===== config.mk =====
export PLATFORM = sky130hd
export DESIGN_NAME = avmm_arbiter_2to1
export DESIGN_NICKNAME = d
export VERILOG_FILES = /design/src/rtl/avmm_arb_pkg.sv /design/src/rtl/avmm_arb_pick.sv /design/src/rtl/avmm_arbiter_2to1.sv
export SDC_FILE = /design/constraint.sdc
export NUM_CORES = 1
export LEC_CHECK = 0
export ABC_AREA = 1
export ABC_CLOCK_PERIOD_IN_PS = 2500
export CORE_AREA = 2 2 128 130
export DETAILED_ROUTE_END_ITERATION = 10
export DIE_AREA = 0 0 130 132
export GPL_TIMING_DRIVEN = 0
export PLACE_DENSITY = 0.54
export SLEW_MARGIN = 10
export SYNTH_ARGS = -nofsm -noshare
export SYNTH_HDL_FRONTEND = slang
export SYNTH_SLANG_ARGS = --single-unit

===== constraint.sdc =====
create_clock -name clk -period 2.5 [get_ports clk]
set_input_delay 0.375 -clock clk [delete_from_list [all_inputs] [get_ports clk]]
set_output_delay 0.375 -clock clk [all_outputs]
set_load 0.02 [all_outputs]

===== src/rtl/avmm_arb_pkg.sv =====
// rtl/avmm_arb_pkg.sv - shared state type, default widths and burst helper for the 2:1 Avalon-MM arbiter
// Contents:
//   arb_state_e  arbiter FSM states (IDLE, RD_CMD, RD_DATA, WR_BURST)
//   DEF_*_W      default address/data/burstcount widths
//   burst_len()  burstcount to beat count, a burstcount of 0 is one beat
package avmm_arb_pkg;

  typedef enum logic [1:0] {
    IDLE     = 2'd0,
    RD_CMD   = 2'd1,
    RD_DATA  = 2'd2,
    WR_BURST = 2'd3
  } arb_state_e;

  localparam int DEF_ADDR_W  = 32;
  localparam int DEF_DATA_W  = 32;
  localparam int DEF_BURST_W = 4;

  // Widest burstcount the helper accepts; callers zero-extend into it.
  localparam int MAX_BURST_W = 16;

  function automatic logic [MAX_BURST_W-1:0] burst_len(input logic [MAX_BURST_W-1:0] bc);
    return (bc == '0) ? MAX_BURST_W'(1) : bc;
  endfunction

endpackage


===== src/rtl/avmm_arb_pick.sv =====
// rtl/avmm_arb_pick.sv - combinational winner selection for the 2:1 arbiter
// Ports:
//   req[1:0]    request per master (read | write)
//   last_grant  master that owned the previous transaction
//   winner      index of the master to grant
// Build option: AVMM_ARB_FIXED_PRIO_EN selects fixed priority (master 1 wins ties).
module avmm_arb_pick
  import avmm_arb_pkg::*;
(
  input  logic [1:0] req,
  input  logic       last_grant,
  output logic       winner
);

`ifdef AVMM_ARB_FIXED_PRIO_EN
  logic unused_last_grant;
  assign unused_last_grant = last_grant;
  assign winner            = req[1];
`else
  // A lone requester always wins; a tie goes to the master that did not go last.
  always_comb begin
    winner = req[1];
    if (req == 2'b11) begin
      winner = ~last_grant;
    end
  end
`endif

endmodule


===== src/rtl/avmm_arbiter_2to1.sv =====
// rtl/avmm_arbiter_2to1.sv - two-master Avalon-MM arbiter in front of the external slave port
// Ports:
//   clk, rst_n            clock, asynchronous active-low reset
//   m0_* / m1_*           master ports (m0 instruction fetch, m1 data/LSU)
//   ext_s_*               shared external slave port
//   grant                 index of the master owning the slave port
//   err_rdv               sticky: readdatavalid seen outside a read data phase
// A grant is held for a whole transaction: a write burst, or a read command plus all its beats.
// Build option: AVMM_ARB_FIXED_PRIO_EN selects fixed priority instead of round-robin.
module avmm_arbiter_2to1
  import avmm_arb_pkg::*;
#(
  parameter int ADDR_W  = DEF_ADDR_W,
  parameter int DATA_W  = DEF_DATA_W,
  parameter int BURST_W = DEF_BURST_W
) (
  input  logic                  clk,
  input  logic                  rst_n,
  input  logic [ADDR_W-1:0]     m0_address,
  input  logic                  m0_read,
  input  logic                  m0_write,
  input  logic [DATA_W-1:0]     m0_writedata,
  input  logic [DATA_W/8-1:0]   m0_byteenable,
  input  logic [BURST_W-1:0]    m0_burstcount,
  output logic                  m0_waitrequest,
  output logic [DATA_W-1:0]     m0_readdata,
  output logic                  m0_readdatavalid,
  input  logic [ADDR_W-1:0]     m1_address,
  input  logic                  m1_read,
  input  logic                  m1_write,
  input  logic [DATA_W-1:0]     m1_writedata,
  input  logic [DATA_W/8-1:0]   m1_byteenable,
  input  logic [BURST_W-1:0]    m1_burstcount,
  output logic                  m1_waitrequest,
  output logic [DATA_W-1:0]     m1_readdata,
  output logic                  m1_readdatavalid,
  output logic [ADDR_W-1:0]     ext_s_address,
  output logic                  ext_s_read,
  output logic                  ext_s_write,
  output logic [DATA_W-1:0]     ext_s_writedata,
  output logic [DATA_W/8-1:0]   ext_s_byteenable,
  output logic [BURST_W-1:0]    ext_s_burstcount,
  input  logic                  ext_s_waitrequest,
  input  logic [DATA_W-1:0]     ext_s_readdata,
  input  logic                  ext_s_readdatavalid,
  output logic                  grant,
  output logic                  err_rdv
);

  localparam logic [BURST_W-1:0] BEAT_ONE = BURST_W'(1);

  arb_state_e           state;
  logic [BURST_W-1:0]   beats;
  logic                 last_grant;
  logic                 winner;
  logic                 win_write;
  logic [1:0]           req;
  logic                 in_cmd;
  logic                 rd_accept;
  logic                 wr_accept;
  logic                 rd_beat;

  logic                 g_read;
  logic                 g_write;
  logic [ADDR_W-1:0]    g_address;
  logic [DATA_W-1:0]    g_writedata;
  logic [DATA_W/8-1:0]  g_byteenable;
  logic [BURST_W-1:0]   g_burstcount;
  logic [BURST_W-1:0]   g_len;

  assign req       = {m1_read | m1_write, m0_read | m0_write};
  assign win_write = winner ? m1_write : m0_write;

  avmm_arb_pick u_pick (
    .req        (req),
    .last_grant (last_grant),
    .winner     (winner)
  );

  always_comb begin
    g_read       = m0_read;
    g_write      = m0_write;
    g_address    = m0_address;
    g_writedata  = m0_writedata;
    g_byteenable = m0_byteenable;
    g_burstcount = m0_burstcount;
    if (grant) begin
      g_read       = m1_read;
      g_write      = m1_write;
      g_address    = m1_address;
      g_writedata  = m1_writedata;
      g_byteenable = m1_byteenable;
      g_burstcount = m1_burstcount;
    end
  end

  assign g_len = BURST_W'(burst_len(MAX_BURST_W'(g_burstcount)));

  assign in_cmd           = (state == RD_CMD) || (state == WR_BURST);
  assign ext_s_address    = in_cmd ? g_address    : '0;
  assign ext_s_writedata  = in_cmd ? g_writedata  : '0;
  assign ext_s_byteenable = in_cmd ? g_byteenable : '0;
  assign ext_s_burstcount = in_cmd ? g_burstcount : '0;
  // Each command state only forwards its own command, so a master flipping
  // read/write mid-grant can never present the other command to the slave.
  assign ext_s_read       = (state == RD_CMD)   && g_read;
  assign ext_s_write      = (state == WR_BURST) && g_write;

  assign m0_waitrequest   = (in_cmd && !grant) ? ext_s_waitrequest : 1'b1;
  assign m1_waitrequest   = (in_cmd &&  grant) ? ext_s_waitrequest : 1'b1;

  assign m0_readdata      = ext_s_readdata;
  assign m1_readdata      = ext_s_readdata;
  assign rd_beat          = (state == RD_DATA) && ext_s_readdatavalid;
  assign m0_readdatavalid = rd_beat && !grant;
  assign m1_readdatavalid = rd_beat &&  grant;

  assign rd_accept        = ext_s_read  && !ext_s_waitrequest;
  assign wr_accept        = ext_s_write && !ext_s_waitrequest;

  // beats == 0 in WR_BURST marks "first beat not yet accepted"; every
  // transaction leaves the counter at 0 when it returns to IDLE.
  always_ff @(posedge clk or negedge rst_n) begin
    if (!rst_n) begin
      state      <= IDLE;
      beats      <= '0;
      last_grant <= 1'b1;
      grant      <= 1'b0;
      err_rdv    <= 1'b0;
    end else begin
      if (ext_s_readdatavalid && (state != RD_DATA)) begin
        err_rdv <= 1'b1;
      end
      case (state)
        IDLE: begin
          if (|req) begin
            grant <= winner;
            state <= win_write ? WR_BURST : RD_CMD;
          end
        end
        RD_CMD: begin
          if (rd_accept) begin
            beats      <= g_len;
            last_grant <= grant;
            state      <= RD_DATA;
          end
        end
        RD_DATA: begin
          if (ext_s_readdatavalid) begin
            beats <= beats - BEAT_ONE;
            if (beats == BEAT_ONE) begin
              state <= IDLE;
            end
          end
        end
        WR_BURST: begin
          if (wr_accept) begin
            if (beats == '0) begin
              if (g_len == BEAT_ONE) begin
                state      <= IDLE;
                last_grant <= grant;
              end else begin
                beats <= g_len - BEAT_ONE;
              end
            end else if (beats == BEAT_ONE) begin
              beats      <= '0;
              state      <= IDLE;
              last_grant <= grant;
            end else begin
              beats <= beats - BEAT_ONE;
            end
          end
        end
        default: state <= IDLE;
      endcase
    end
  end

  // Read and write together from one master is illegal; write takes precedence in hardware.
  a_m0_rw_excl: assert property (@(posedge clk) disable iff (!rst_n) !(m0_read && m0_write));
  a_m1_rw_excl: assert property (@(posedge clk) disable iff (!rst_n) !(m1_read && m1_write));

endmodule


* After elaboration in Yosys (flattened, before gate mapping)
Cells that the tools add are included.
Storage, ports and cells: flip-flop bits (word level) 9, input port bits 184, word-level logic and storage cells 84
Cells by class: add/subtract/negate cells 2, equality and inequality tests 14, muxes and demuxes 37, bitwise logic cells 3, reductions and logical operators 23
Operator list (number):
- two-way mux 32 bit | 4
- two-way mux 4 bit | 11
- two-way mux 2 bit | 8
- AND reduction 5 bit | 3
- case mux 4 bit (3 select lines) | 1
- two-way mux 1 bit | 11
- logical AND 1 bit | 10
- != test 2 bit, second input constant | 5
- == test 4 x 1 -> 1 bit, second input constant | 2
- zero test 4 bit | 2
- case mux 2 bit (4 select lines) | 1
- subtractor 4 x 1 -> 4 bit, second input constant | 2
- == test 2 bit, second input constant | 3
- != test 3 x 1 -> 1 bit, second input constant | 1
- != test 3 x 2 -> 1 bit, second input constant | 1
- != test 3 bit, second input constant | 1
- nonzero test 3 bit | 1
- == test 2 x 1 -> 1 bit, second input constant | 1
- zero test 1 bit | 2
- zero test 2 bit | 1
- OR 1 bit | 2
- case mux 1 bit (2 select lines) | 1
- AND reduction 2 bit | 1
- nonzero test 2 bit | 1
- other kinds (3) | 3

* Longest topological paths before layout
Gate-level depths: netlist of run 1.
word-level depth 8, depth in mapped cells 14, depth with buffers taken out 14

* Cells and area by module
Synthesis of run 1 repeated with hierarchy kept, for this count alone.
Second synthesis, totals: cells, all modules 305, area total of the unflattened synthesis 2110.8 um^2
Modules (own cells, without submodules):
- avmm_arbiter_2to1 | instances 1, cells an instance 303, area each 2098.3 um^2, seq. area each 226.5 um^2
- avmm_arb_pick | instances 1, cells an instance 2, area each 12.5 um^2, seq. area each 0.0 um^2

* Worst setup path before layout of run 1
No wires, ideal clock.
kind register to register, start reg grant, end reg beats[3], arrival time 1.799 ns, required time 2.380 ns, path slack 0.582 ns, cell stages (with the launch flop) 15, path buffers 1, period minus slack after synthesis 1.918 ns, path through dfrtp_1 buf_6 nand2_1 nand2_2 nor2_1 nand2_1 nand2_1 ha_1 nand3_1 nor2_1 nand2_1 nand2_2 nor2_4 nor2_1 a21oi_2
Between the ends: longest elaborated chain between the ends 8, elaborated cells between the ends (all ways) 20, those cells by class add/sub (1); eq/ne (4); mux (9); reduce/logical (6)
Ends and longest elaborated chain:
- start: declaration | line avmm_arbiter_2to1.sv:46 | output logic grant,
- start signal: assignment | line avmm_arbiter_2to1.sv:137 | grant <= winner;
- two-way mux 4 bit | line avmm_arbiter_2to1.sv:87 | if (grant) begin
- zero test 4 bit | line avmm_arb_pkg.sv:23 | return (bc == '0) ? MAX_BURST_W'(1) : bc;
- two-way mux 4 bit | line avmm_arb_pkg.sv:23
- subtractor 4 x 1 -> 4 bit | line avmm_arbiter_2to1.sv:163 | beats <= g_len - BEAT_ONE;
- two-way mux 4 bit | line avmm_arbiter_2to1.sv:159 | if (g_len == BEAT_ONE) begin
- two-way mux 4 bit | line avmm_arbiter_2to1.sv:158 | if (beats == '0) begin
- two-way mux 4 bit | line avmm_arbiter_2to1.sv:157 | if (wr_accept) begin
- case mux 4 bit (3 select lines) | line avmm_arbiter_2to1.sv:134 | case (state)
- end signal: assignment | line avmm_arbiter_2to1.sv:143 | beats <= g_len;
- end signal: assignment | line avmm_arbiter_2to1.sv:163
- end signal: assignment | line avmm_arbiter_2to1.sv:170 | beats <= beats - BEAT_ONE;
- end: declaration | line avmm_arbiter_2to1.sv:53 | logic [BURST_W-1:0] beats;
Parallel ways exist; a longest one is shown, timed or not. The select of a mux whose other input is x is not followed. A chain may end at the register's enable or synchronous reset.

* Worst setup path after layout of run 1
start reg grant, end out ext_s_address[18]
Between the ends: longest elaborated chain between the ends 2
Ends and longest elaborated chain:
- two-way mux 32 bit | line avmm_arbiter_2to1.sv:87
- two-way mux 32 bit | line avmm_arbiter_2to1.sv:100 | assign ext_s_address = in_cmd ? g_address : '0;
- end: declaration | line avmm_arbiter_2to1.sv:37 | output logic [ADDR_W-1:0] ext_s_address,
Every way passes these cells.

==> results of run 1 <==
cells by family after synthesis:
group | count (synthesis)
buf+inv | 100
fa+ha+maj | 4
simple gates | 79
compound gates | 99
flops | 9
xor+xnor | 2
critical path: cells and delay by family, from the launching register on:
family	cells	cell delay, ns
AND/OR/NAND/NOR	1	0.20
buffers and inverters	3	1.02
AO/OA/AOI/OAI	1	0.15
flip-flops	1	0.42
Yosys cell counts (2+ instances only):
cell type	n	area, um^2
ha_1	4	50.1
dfrtp_1	8	200
inv_2	5	18.8
nor2_4	5	56.3
nor3_1	2	10.0
o21ai_0	10	50.1
o21ai_2	2	17.5
nand3_1	5	25.0
clkbuf_1	10	37.5
buf_4	65	488
nand2_1	39	146
nor2_2	3	18.8
inv_1	15	56.3
buf_2	3	15.0
a21oi_2	3	26.3
a21oi_1	8	40.0
nand3_2	2	20.0
o21ai_1	6	30.0
nand2_2	7	43.8
a22o_1	68	596
nor2_1	14	52.6
power by group:
group          switching [mW]  total [mW]  internal (mW)
clock network          0.0727       0.286          0.213
registers              0.0785       0.301          0.223
logic                    2.04        3.81           1.77
worst max path at each step:
stage                                     end
final                       ext_s_address[18]
after global placement      ext_s_address[23]
after floorplan                      beats[3]
after CTS                 ext_s_writedata[19]
after global routing        ext_s_address[18]
after detailed placement    ext_s_address[20]
layer usage:
layer  vias to the layer above  global-route usage [%]
met5                         -                       0
met4                         0                    2.21
met3                         9                    2.52
met2                       140                    28.1
met1                      1468                    15.0
li1                       1560                       -
cell type report:
| type | count | area (um^2) |
|---|---|---|
| fill | 1654 | 10200 |
| timing repair buffer | 295 | 3000 |
| inverter | 21 | 83.8 |
| multi-input combinational | 184 | 1230 |
| sequential | 9 | 228 |
| antenna | 1 | 2.50 |
| buffer | 79 | 591 |
| tap | 216 | 270 |
| clock buffer | 4 | 78.8 |
sequential cells by signal (all words and copies together) (netlist names):
name        count
state           2
beats           4
err_rdv         1
last_grant      1
grant           1
per-stage QoR:
step,instances,TNS (ns),worst slack [ns]
floorplan,293,0,0.582
global placement,804,-0.355,-0.0721
detailed placement,804,-0.354,-0.0699
CTS,808,-0.0218,-0.0218
global route,808,0,0.000759
finish,809,0,0.0971
repair_timing:
| item | CTS | global route |
|---|---|---|
| hold buffers | 0 | 0 |
| gates resized for setup | 34 | 29 |
| pin swaps | 0 | 1 |
| endpoints found under the setup margin | 61 | 44 |
cell usage in the layout (no fill, tap or decap), types with 2 or more instances in the layout:
| cell type | netlist | routed |
|---|---|---|
| o21ai_0 | 10 | 10 |
| inv_4 | 1 | 2 |
| a21oi_2 | 3 | 3 |
| nor2_4 | 5 | 5 |
| nor2_2 | 3 | 3 |
| o21ai_2 | 2 | 2 |
| nand3_2 | 2 | 2 |
| nand2_2 | 7 | 7 |
| clkbuf_16 | 0 | 3 |
| inv_2 | 5 | 4 |
| inv_1 | 15 | 15 |
| clkdlybuf4s50_1 | 0 | 256 |
| ha_1 | 4 | 4 |
| nor3_1 | 2 | 2 |
| dlymetal6s2s_1 | 0 | 25 |
| a22o_1 | 68 | 68 |
| nor2_1 | 14 | 14 |
| dfrtp_1 | 8 | 7 |
| clkbuf_4 | 0 | 2 |
| o21ai_1 | 6 | 6 |
| clkbuf_2 | 0 | 4 |
| a21oi_1 | 8 | 8 |
| nand2_1 | 39 | 39 |
| nand3_1 | 5 | 5 |
| buf_4 | 65 | 70 |
| dlygate4sd2_1 | 0 | 14 |
==> impl_metrics.ini, run 1 <==
[pwr]
power.density_nw_per_um2 = 803
vdd_drop_max_mv = 0.444
leakagePower_nw = 2.70
total_power_mw = 4.40

[clock_tree]
cts_tree = yes
clockRootBuffer = clkbuf_16
cts_htree_levels = 1
post_cts_buffers = 0
clk_latency_ns = 0.24
path_clk_slew_ns = 0.04
clock_sinks = 9
cts_buffer_depth = 2
cts_buffers = 3

[timing]
clock.fmax_mhz = 416
whs_ns = 0.453
fin_crit_ns = 2.40
rsz0062_at_grt = false
finalCritPeriodShare_pct = 96.1
drv_slew = 0
finalSetupViolations = 0
slew_headroom_pct = 70.4
hold_viol = 0
worstMarginPinSlew_ns = 0.442
fin_skew_ns = 0.000668

[worst_setup_path]
path_class = register to output port
arrival_ns = 2.03
crit_chain = buf_6, nor2_4, clkbuf_8, a22o_1, clkdlybuf4s50_1
r2r_cells = 14
cp-start-kind = register
end_kind = output port
crit_fanout = 10
cp-startpoint = grant
rr_startpoint = grant
r2r_slack_ns = 0.44
slowest_stage = clkdlybuf4s50_1
reg2reg_to = beats[1]
slowest_delay_ns = 0.62
required_ns = 2.12

[floorplan]
dieHeight_um = 132
core-area_um2 = 15700
ios = 328
rows = 46
die_w_um = 130
die_area_um2 = 17200
start_util_pct = 13.3

[route]
wl_met2_um = 7240
wl_per_cell_um = 16.3
firstDrtPassIters = 5
postRouteAntennaNets = 0
num_vias = 3177
wl_met1_um = 4880
drc = 0
drtIter0Drc = 90
topRoutingLayerUsed = met4
finalWirelength_um = 13200
via_per_inst = 3.93
wl_met3_um = 957

[job]
drv_cap = 0

[logic_synthesis]
synth-seq-cells = 9
synthArstFlopShare_pct = 100
synthSimpleGateAreaFrac_pct = 18.5
synth_area_per_cell_um2 = 7.13
synthFlopType = dfrtp_1
muxShareOfSynthArea_pct = 0
synth_top_family_by_area = compound AO/OA/AOI/OAI gates
yosysSeqAreaShare_pct = 10.8
postSynthCellCount = 293
synth_edf_count = 0
synth-xor-area-share_pct = 0.839
synth_area_um2 = 2090
synth_compound_area_share_pct = 37.1
synth_adder_area_share_pct = 2.40
ys_warn_count = 0
yosysUniqueCellTypes = 30
synth_nets = 481

[cells_and_area]
post-route-util_pct = 34.9
fin_area_um2 = 5480
drive_above_1_share_pct = 18.9
fin_nets = 781
areaGrowthSynthToFinish_pct = 162

[global_routing]
grt_pass1_wl_um = 18700
grt_pass1_vias = 3218
grt_use_total_pct = 14.0
antenna_found_initial = 1
gr-total-overflow = 0
grt_max_degree = 11

[placement]
port-buffer-count = 295
gp_congestion = 0.799
place_area_um2 = 5310
hpwl_um = 11800

[outcome]
status = completed

[hold_path]
hp-class = primary input to asynchronous set/reset pin
Power figures use the tool's default switching activity.
==> run 2: changes to the inputs <==
--- a/config.mk
+++ b/config.mk
@@ -8,8 +8,10 @@
 export ABC_AREA = 1
 export ABC_CLOCK_PERIOD_IN_PS = 2500
 export CORE_AREA = 2 2 128 130
+export CTS_CLUSTER_DIAMETER = 30
 export DETAILED_ROUTE_END_ITERATION = 10
 export DIE_AREA = 0 0 130 132
+export GPL_ROUTABILITY_DRIVEN = 0
 export GPL_TIMING_DRIVEN = 0
 export PLACE_DENSITY = 0.54
 export SLEW_MARGIN = 10
==> results of run 2 <==
The final DEF is identical to that of run 1; final timing and power are the same.
==> run 3: changes to the inputs <==
--- a/config.mk
+++ b/config.mk
@@ -14,6 +14,7 @@
 export GPL_ROUTABILITY_DRIVEN = 0
 export GPL_TIMING_DRIVEN = 0
 export PLACE_DENSITY = 0.54
+export SKIP_LAST_GASP = 1
 export SLEW_MARGIN = 10
 export SYNTH_ARGS = -nofsm -noshare
 export SYNTH_HDL_FRONTEND = slang
==> run 3 against run 2 <==
Compared with the run above:
- power rose by 0.32%
- critical endpoint is now ext_s_writedata[19]
- sequential share of layout area about the same
- via count up 0.13%
- first-iteration DRC count shrank 6.7%
- maximum frequency is 3.0% lower
- clock skew is essentially flat
- non-clock buffer count stayed put
- global-route usage did not move
- final area grew 0.16%
==> impl_metrics.ini, run 3 (synthesized netlist as in run 1, its figures left out) <==
[cells_and_area]
regArea_um2 = 228
largest_reg_flops = 4
num-fill-cells = 1647
fin_nets = 781
top_register = beats
final_common_cell = clkdlybuf4s50_1
reg_top3 = beats: 4 flops, state: 2 flops
layout_common_cells = clkdlybuf4s50_1, buf_4, a22o_1
instances_no_fill = 809
areaGrowthSynthToFinish_pct = 163
multi_input_area_um2 = 1230
drive_above_1_share_pct = 18.9

[pwr]
total_power_mw = 4.41
vdd_drop_max_mv = 0.443
power.density_nw_per_um2 = 804
leakagePower_nw = 2.74

[timing]
worstMarginPinSlew_ns = 0.441
tns_ns = 0
slew_headroom_pct = 70.5
hold_viol = 0
clock.fmax_mhz = 403
whs_ns = 0.453
fin_skew_ns = 0.000577
drv_slew = 0
rsz0062_at_grt = true
finalSetupViolations = 0
finalWorstSetupSlack_ns = 0.0216
finalCritPeriodShare_pct = 99.1
fin_crit_ns = 2.48

[job]
drv_cap = 0

[global_routing]
grt_pass1_vias = 3220
antenna_found_initial = 1
grt_max_degree = 11
grt_use_total_pct = 14.0
gr-total-overflow = 0
grt_pass1_wl_um = 18700

[hold_path]
hp-class = primary input to asynchronous set/reset pin

[floorplan]
die_w_um = 130
dieHeight_um = 132
rows = 46
die_area_um2 = 17200
ios = 328
start_util_pct = 13.3
core-area_um2 = 15700

[worst_setup_path]
arrival_ns = 2.10
slowest_stage = clkdlybuf4s50_1
r2r_cells = 14
end_kind = output port
slowest_delay_ns = 0.62
cp-start-kind = register
path_class = register to output port
crit_chain = buf_6, nor2_4, clkbuf_4, a22o_1, clkdlybuf4s50_1
crit_fanout = 10
required_ns = 2.12

[placement]
dp.cells = 804
hpwl_um = 11800
port-buffer-count = 295
dp_slack_ns = -0.0699

[clock_tree]
cts_tree = yes
clockRootBuffer = clkbuf_16
cts_htree_levels = 1
clock_sinks = 9
clk_latency_ns = 0.24
path_clk_slew_ns = 0.04
cts_buffers = 3
cts_buffer_depth = 2

[route]
drtIter0Drc = 84
finalWirelength_um = 13200
wl_per_cell_um = 16.3
postRouteAntennaNets = 0
drc = 0
num_vias = 3181
firstDrtPassIters = 4
via_per_inst = 3.93

[outcome]
status = completed
run 3: cell count changes in the layout (fill, tap and decap cells not counted), sizes merged:
cell / previous run / this run
buf: 72 / 71
clkbuf: 11 / 12
clkdlybuf4s50: 256 / 260
dlygate4sd2: 14 / 6
dlymetal6s2s: 25 / 29
run 3: power breakdown:
part,internal [mW],total [mW],switching [mW]
registers,0.223,0.301,0.0782
clock network,0.213,0.286,0.0728
logic,1.79,3.82,2.03
run 3: worst paths after layout:
check | from | endpoint | slack [ns]
max | grant | ext_s_writedata[19] | 0.02
min | rst_n | beats[2] | 0.45
max reg2reg | grant | beats[1] | 0.44
min reg2reg | err_rdv | err_rdv | 0.46
max in group asynchronous | rst_n | last_grant | 1.71
min in group clk | err_rdv | err_rdv | 0.46
run 3: cell type report:
cell class / instances / area share [%]
clock buffer: 4 / 1.44
antenna: 1 / 0.0456
inverter: 21 / 1.48
multi-input combinational: 184 / 22.4
buffer: 79 / 10.6
timing repair buffer: 295 / 55.0
sequential: 9 / 4.15
tap: 216 / 4.92
run 3: critical path, delay by kind of cell (launching register included):
kind	cells	cell delay [ns]
AO/OA/AOI/OAI	1	0.17
buffers and inverters	3	1.06
flip-flops	1	0.42
AND/OR/NAND/NOR	1	0.21
run 3: what timing repair did:
| action | 4_1_cts | 5_1_grt |
|---|---|---|
| setup endpoints to repair | 61 | 56 |
| gates resized for setup | 22 | 34 |
| hold buffers | 0 | 0 |
| setup buffers | 0 | 0 |
run 3: metrics by stage:
step / utilization [%] / instance area, um^2
global route: 34.9 / 5490
global placement: 33.8 / 5310
floorplan: - / 2090
CTS: 34.4 / 5410
finish: 34.9 / 5490
detailed placement: 33.8 / 5310
run 3: per-layer routing:
metal	vias to the layer above	routed length, um	global-route usage (%)	part of all wire [%]
met5	-	0	0	0
met4	0	139	2.21	1.1
met3	9	990	2.52	7.5
met2	138	7260	28.1	55
met1	1474	4840	15.1	37
li1	1560	-	-	-
==> edit 1, RTL diff (settings of run 3) <==
Reset style: synchronous (`rst_n`), changed in one clocked block. Comments in the files are not updated.
--- a/src/rtl/avmm_arbiter_2to1.sv
+++ b/src/rtl/avmm_arbiter_2to1.sv
@@ -120,7 +120,7 @@
 
   // beats == 0 in WR_BURST marks "first beat not yet accepted"; every
   // transaction leaves the counter at 0 when it returns to IDLE.
-  always_ff @(posedge clk or negedge rst_n) begin
+  always_ff @(posedge clk) begin
     if (!rst_n) begin
       state      <= IDLE;
       beats      <= '0;
Check against the original RTL: differs if rst_n is asserted again (counterexample within 4 cycles, from zero or initial values and one cycle with rst_n low); with rst_n held inactive, the same outputs for 10 cycles.
==> edit 1 against run 3 <==
- synthesized cell count grew 3.8%
- cell area decreased by 2.7%
- first-iteration DRC count rose by 27%
- clock power down 2%
- non-clock buffer count increased by 1
- sequential cell count unchanged
- sequential share of layout area fell by 0.75 points
- power is 17% lower
- count of clock-buffer cells in the layout unchanged
- synthesized area decreased by 3.4%
- worst setup slack improved by 0.075 ns
- wire length grew 6.4%
- die area stayed put
- critical path type unchanged
- largest cell class unchanged
==> edit 1: results (changes against run 3) <==
metric;value;unit;change
synth.net_count;492;;+2.3%
async_reset_ff_share;0;%;-100 points
via_count;3225;;+1.4%
portion_of_the_layout_cell_area_used_by_non_clock_buffers;65.9;%;+0.35 points
worst_r2r_startpoint;grant;;
r2r_end;beats[0];;
synth_area_leaders;a22o_1 30%, buf_4 24%, dfxtp_1 8.9%;;
run_status;finished clean;;
insertedDiodeCount;2;;+1
route.met3.wl;1080;um;+9.5%
place.detailed.hpwl;12500;um;+5.6%
synth_commonest_cells;68 x a22o_1, 65 x buf_4, 45 x nand2_1;;
min_path_type;reg2reg;;
dp_worst_setup_slack;-0.123;ns;-0.0530 ns
nonClockBufferCount;375;;+0.27%
timing.clock.skew;0.00335;ns;+0.00277 ns
first_global_vias;3285;;+2.0%
grt_util_all_layers;15.0;%;+1.0 points
antenna_found_initial;0;;-1
finalHoldWorstSlack;0.476;ns;+0.0238 ns
drt-vias-per-instance;3.92;;-0.22%
critical_path_arrival;2.03;ns;-0.07 ns
setup.reg_to_reg.worst_slack;0.40;ns;-0.04 ns
gr-usage-met3;2.31;%;-0.20 points
tightestPinTransition;0.341;ns;-0.100 ns
nNetsFinal;793;;+1.5%
critical_path.endpoint;ext_s_address[2];;
synth_ff_type;dfxtp_1;;
syn-instance-count;304;;+3.8%
layout.filler_cells;1684;;+2.2%
synth_cell_type_count;25;;-17%
grt_pass1_wl;19900;um;+6.3%
yosys.area_share.xor_xnor;0.434;%;-0.40 points
power.switching_fraction;49.4;%;-0.13 points
synth_compound_gate_area_share;36.2;%;-0.92 points
num-nonclk-inverters;28;;+33%
ys_seq_area_share;8.93;%;-1.9 points
post-place-cells;815;;+1.4%
-- edit 1: changes by cell type in the layout (fill, tap and decap cells not counted), moves of 4 or more --
cell,run 3,this run
clkbuf_4,4,0
dfrtp_1,7,0
dfxtp_1,0,8
inv_1,15,23
dlygate4sd2_1,6,34
nand3_1,5,11
dlymetal6s2s_1,29,8
nor2_1,14,26
nand2_1,39,45
clkdlybuf4s50_1,260,253
-- edit 1: critical path: stages (launching register included) --
cell	delay, ns
dfxtp_1	0.36
buf_6	0.17
nor2_4	0.15
buf_4	0.22
a22o_1	0.21
clkdlybuf4s50_1	0.68
-- edit 1: power groups by stage --
stage	registers, W	clock network [W]	logic [W]
finish	0.000254	0.000280	0.00314
CTS	0.000253	0.000286	0.00316
global route	0.000264	0.000295	0.00338
detailed placement	0.000256	0	0.00323
floorplan	0.000250	0	0.00175
global placement	0.000254	0	0.00321
==> edit 2, RTL diff (flow settings as in run 3) <==
Without the edit above. Build with the macro `AVMM_ARB_FIXED_PRIO_EN` defined.
--- a/src/rtl/avmm_arb_pick.sv
+++ b/src/rtl/avmm_arb_pick.sv
@@ -4,6 +4,8 @@
 //   last_grant  master that owned the previous transaction
 //   winner      index of the master to grant
 // Build option: AVMM_ARB_FIXED_PRIO_EN selects fixed priority (master 1 wins ties).
+`define AVMM_ARB_FIXED_PRIO_EN
+
 module avmm_arb_pick
   import avmm_arb_pkg::*;
 (
Check against the original RTL: not equivalent (a bounded check fails within 4 cycles, from zero or initial values and one cycle with rst_n low).
==> edit 2 against run 3 <==
- count of clock-buffer cells in the layout is 1 lower
- cell area is 0.36% lower
- largest cell class unchanged
- critical path type unchanged
- sequential cell count is 1 lower
- wire length is 5.5% lower
- critical endpoint is now ext_s_writedata[0]
- worst setup slack better by 0.031 ns
- register-to-register slack better by 0.13 ns
- synthesized cell count is 2.4% lower
- synthesized area is 0.48% lower
- power is 1.2% higher
- first-iteration DRC count is 2.4% lower
==> edit 2: results (changes against run 3) <==
metric;value;unit;change
run_status;finished clean;;
groute.layer.met2.usage;24.1;%;-4.0 points
layout.filler_cells;1618;;-1.8%
via_count;3113;;-2.1%
synth_compound_gate_area_share;35.3;%;-1.8 points
combPwrFrac;88.0;%;+1.3 points
seq_power_share;6.0;%;-0.8 points
wirelength;12500;um;-5.5%
nNetsFinal;776;;-0.64%
setup.reg_to_reg.worst_slack;0.57;ns;+0.13 ns
gr-usage-met3;4.46;%;+1.9 points
grt_use_met1;15.0;%;-0.032 points
post_route_cells_drive_above_1_share;22.0;%;+3.1 points
finalHoldWorstSlack;0.434;ns;-0.0191 ns
timing.clock.skew;0.00216;ns;+0.00158 ns
route.met2.wl;6310;um;-13%
route.met3.wl;1350;um;+37%
drt-vias-per-instance;3.88;;-1.4%
synth_cell_type_count;31;;+3.3%
yosys.area_share.xor_xnor;0.843;%;+0.0040 points
power_report.internal_total;0.00222;W;-0.39%
leakagePower;2.79;nW;+1.8%
grt_pass1_wl;17700;um;-5.5%
detail_route.wirelength.met1;4810;um;-0.60%
critical_path_arrival;2.07;ns;-0.03 ns
ys_seq_area_share;9.63;%;-1.2 points
place.detailed.hpwl;10900;um;-7.9%
==> edit 2: cell count changes after synthesis, moves of 3 or more <==
cell / run 3 / this run
nand2_1: 39 / 31
nand2_2: 7 / 15
a21oi_1: 8 / 2
o21ai_0: 10 / 5
inv_2: 5 / 9
nor2_1: 14 / 11
==> edit 2: kinds of logic (layout without fill, tap and decap cells) <==
group,Yosys count,in the layout
buffers and inverters,101,401
AOI/OAI and AO/OA,90,90
and+or+nand+nor,81,81
DFF,8,8
adders and majority gates,4,4
xor gates and xnor gates,2,2
other,0,1
==> edit 2: layout make-up <==
type / count / area (sq um) / share of cell area (%)
plain buffers: 78 / 573 / 10.5
multi-input cells: 177 / 1240 / 22.7
clock buffers: 3 / 75.1 / 1.37
inverters: 22 / 82.6 / 1.51
flip-flops and latches: 8 / 201 / 3.68
diodes: 1 / 2.50 / 0.0458
repair buffers: 298 / 3020 / 55.3
well taps: 216 / 270 / 4.94
==> edit 2: worst max-delay path by stage <==
stage / start / endpoint / slack, ns / depth (start not counted)
floorplan: grant / beats[3] / 0.70 / 11
global placement: grant / ext_s_address[18] / -0.1 / 5
detailed placement: grant / ext_s_address[18] / -0.1 / 5
CTS: grant / ext_s_address[18] / -0.01 / 6
global route: grant / ext_s_writedata[0] / -0.03 / 6
finish: grant / ext_s_writedata[0] / 0.05 / 6
==> edit 2: worst register-to-register path: cells and delay by family (launching register included) <==
family	cells	cell delay, ns
AOI/OAI and AO/OA	2	0.26
and+or+nand+nor	8	0.93
adders and majority gates	1	0.22
DFF	1	0.45
==> edit 2: repair_timing <==
| item | CTS | global route |
|---|---|---|
| hold buffers | 0 | 0 |
| cloned | 0 | 0 |
| endpoints found under the setup margin | 70 | 40 |
| pin swaps | 1 | 0 |
| gates resized for setup | 34 | 32 |
| setup buffers | 3 | 0 |
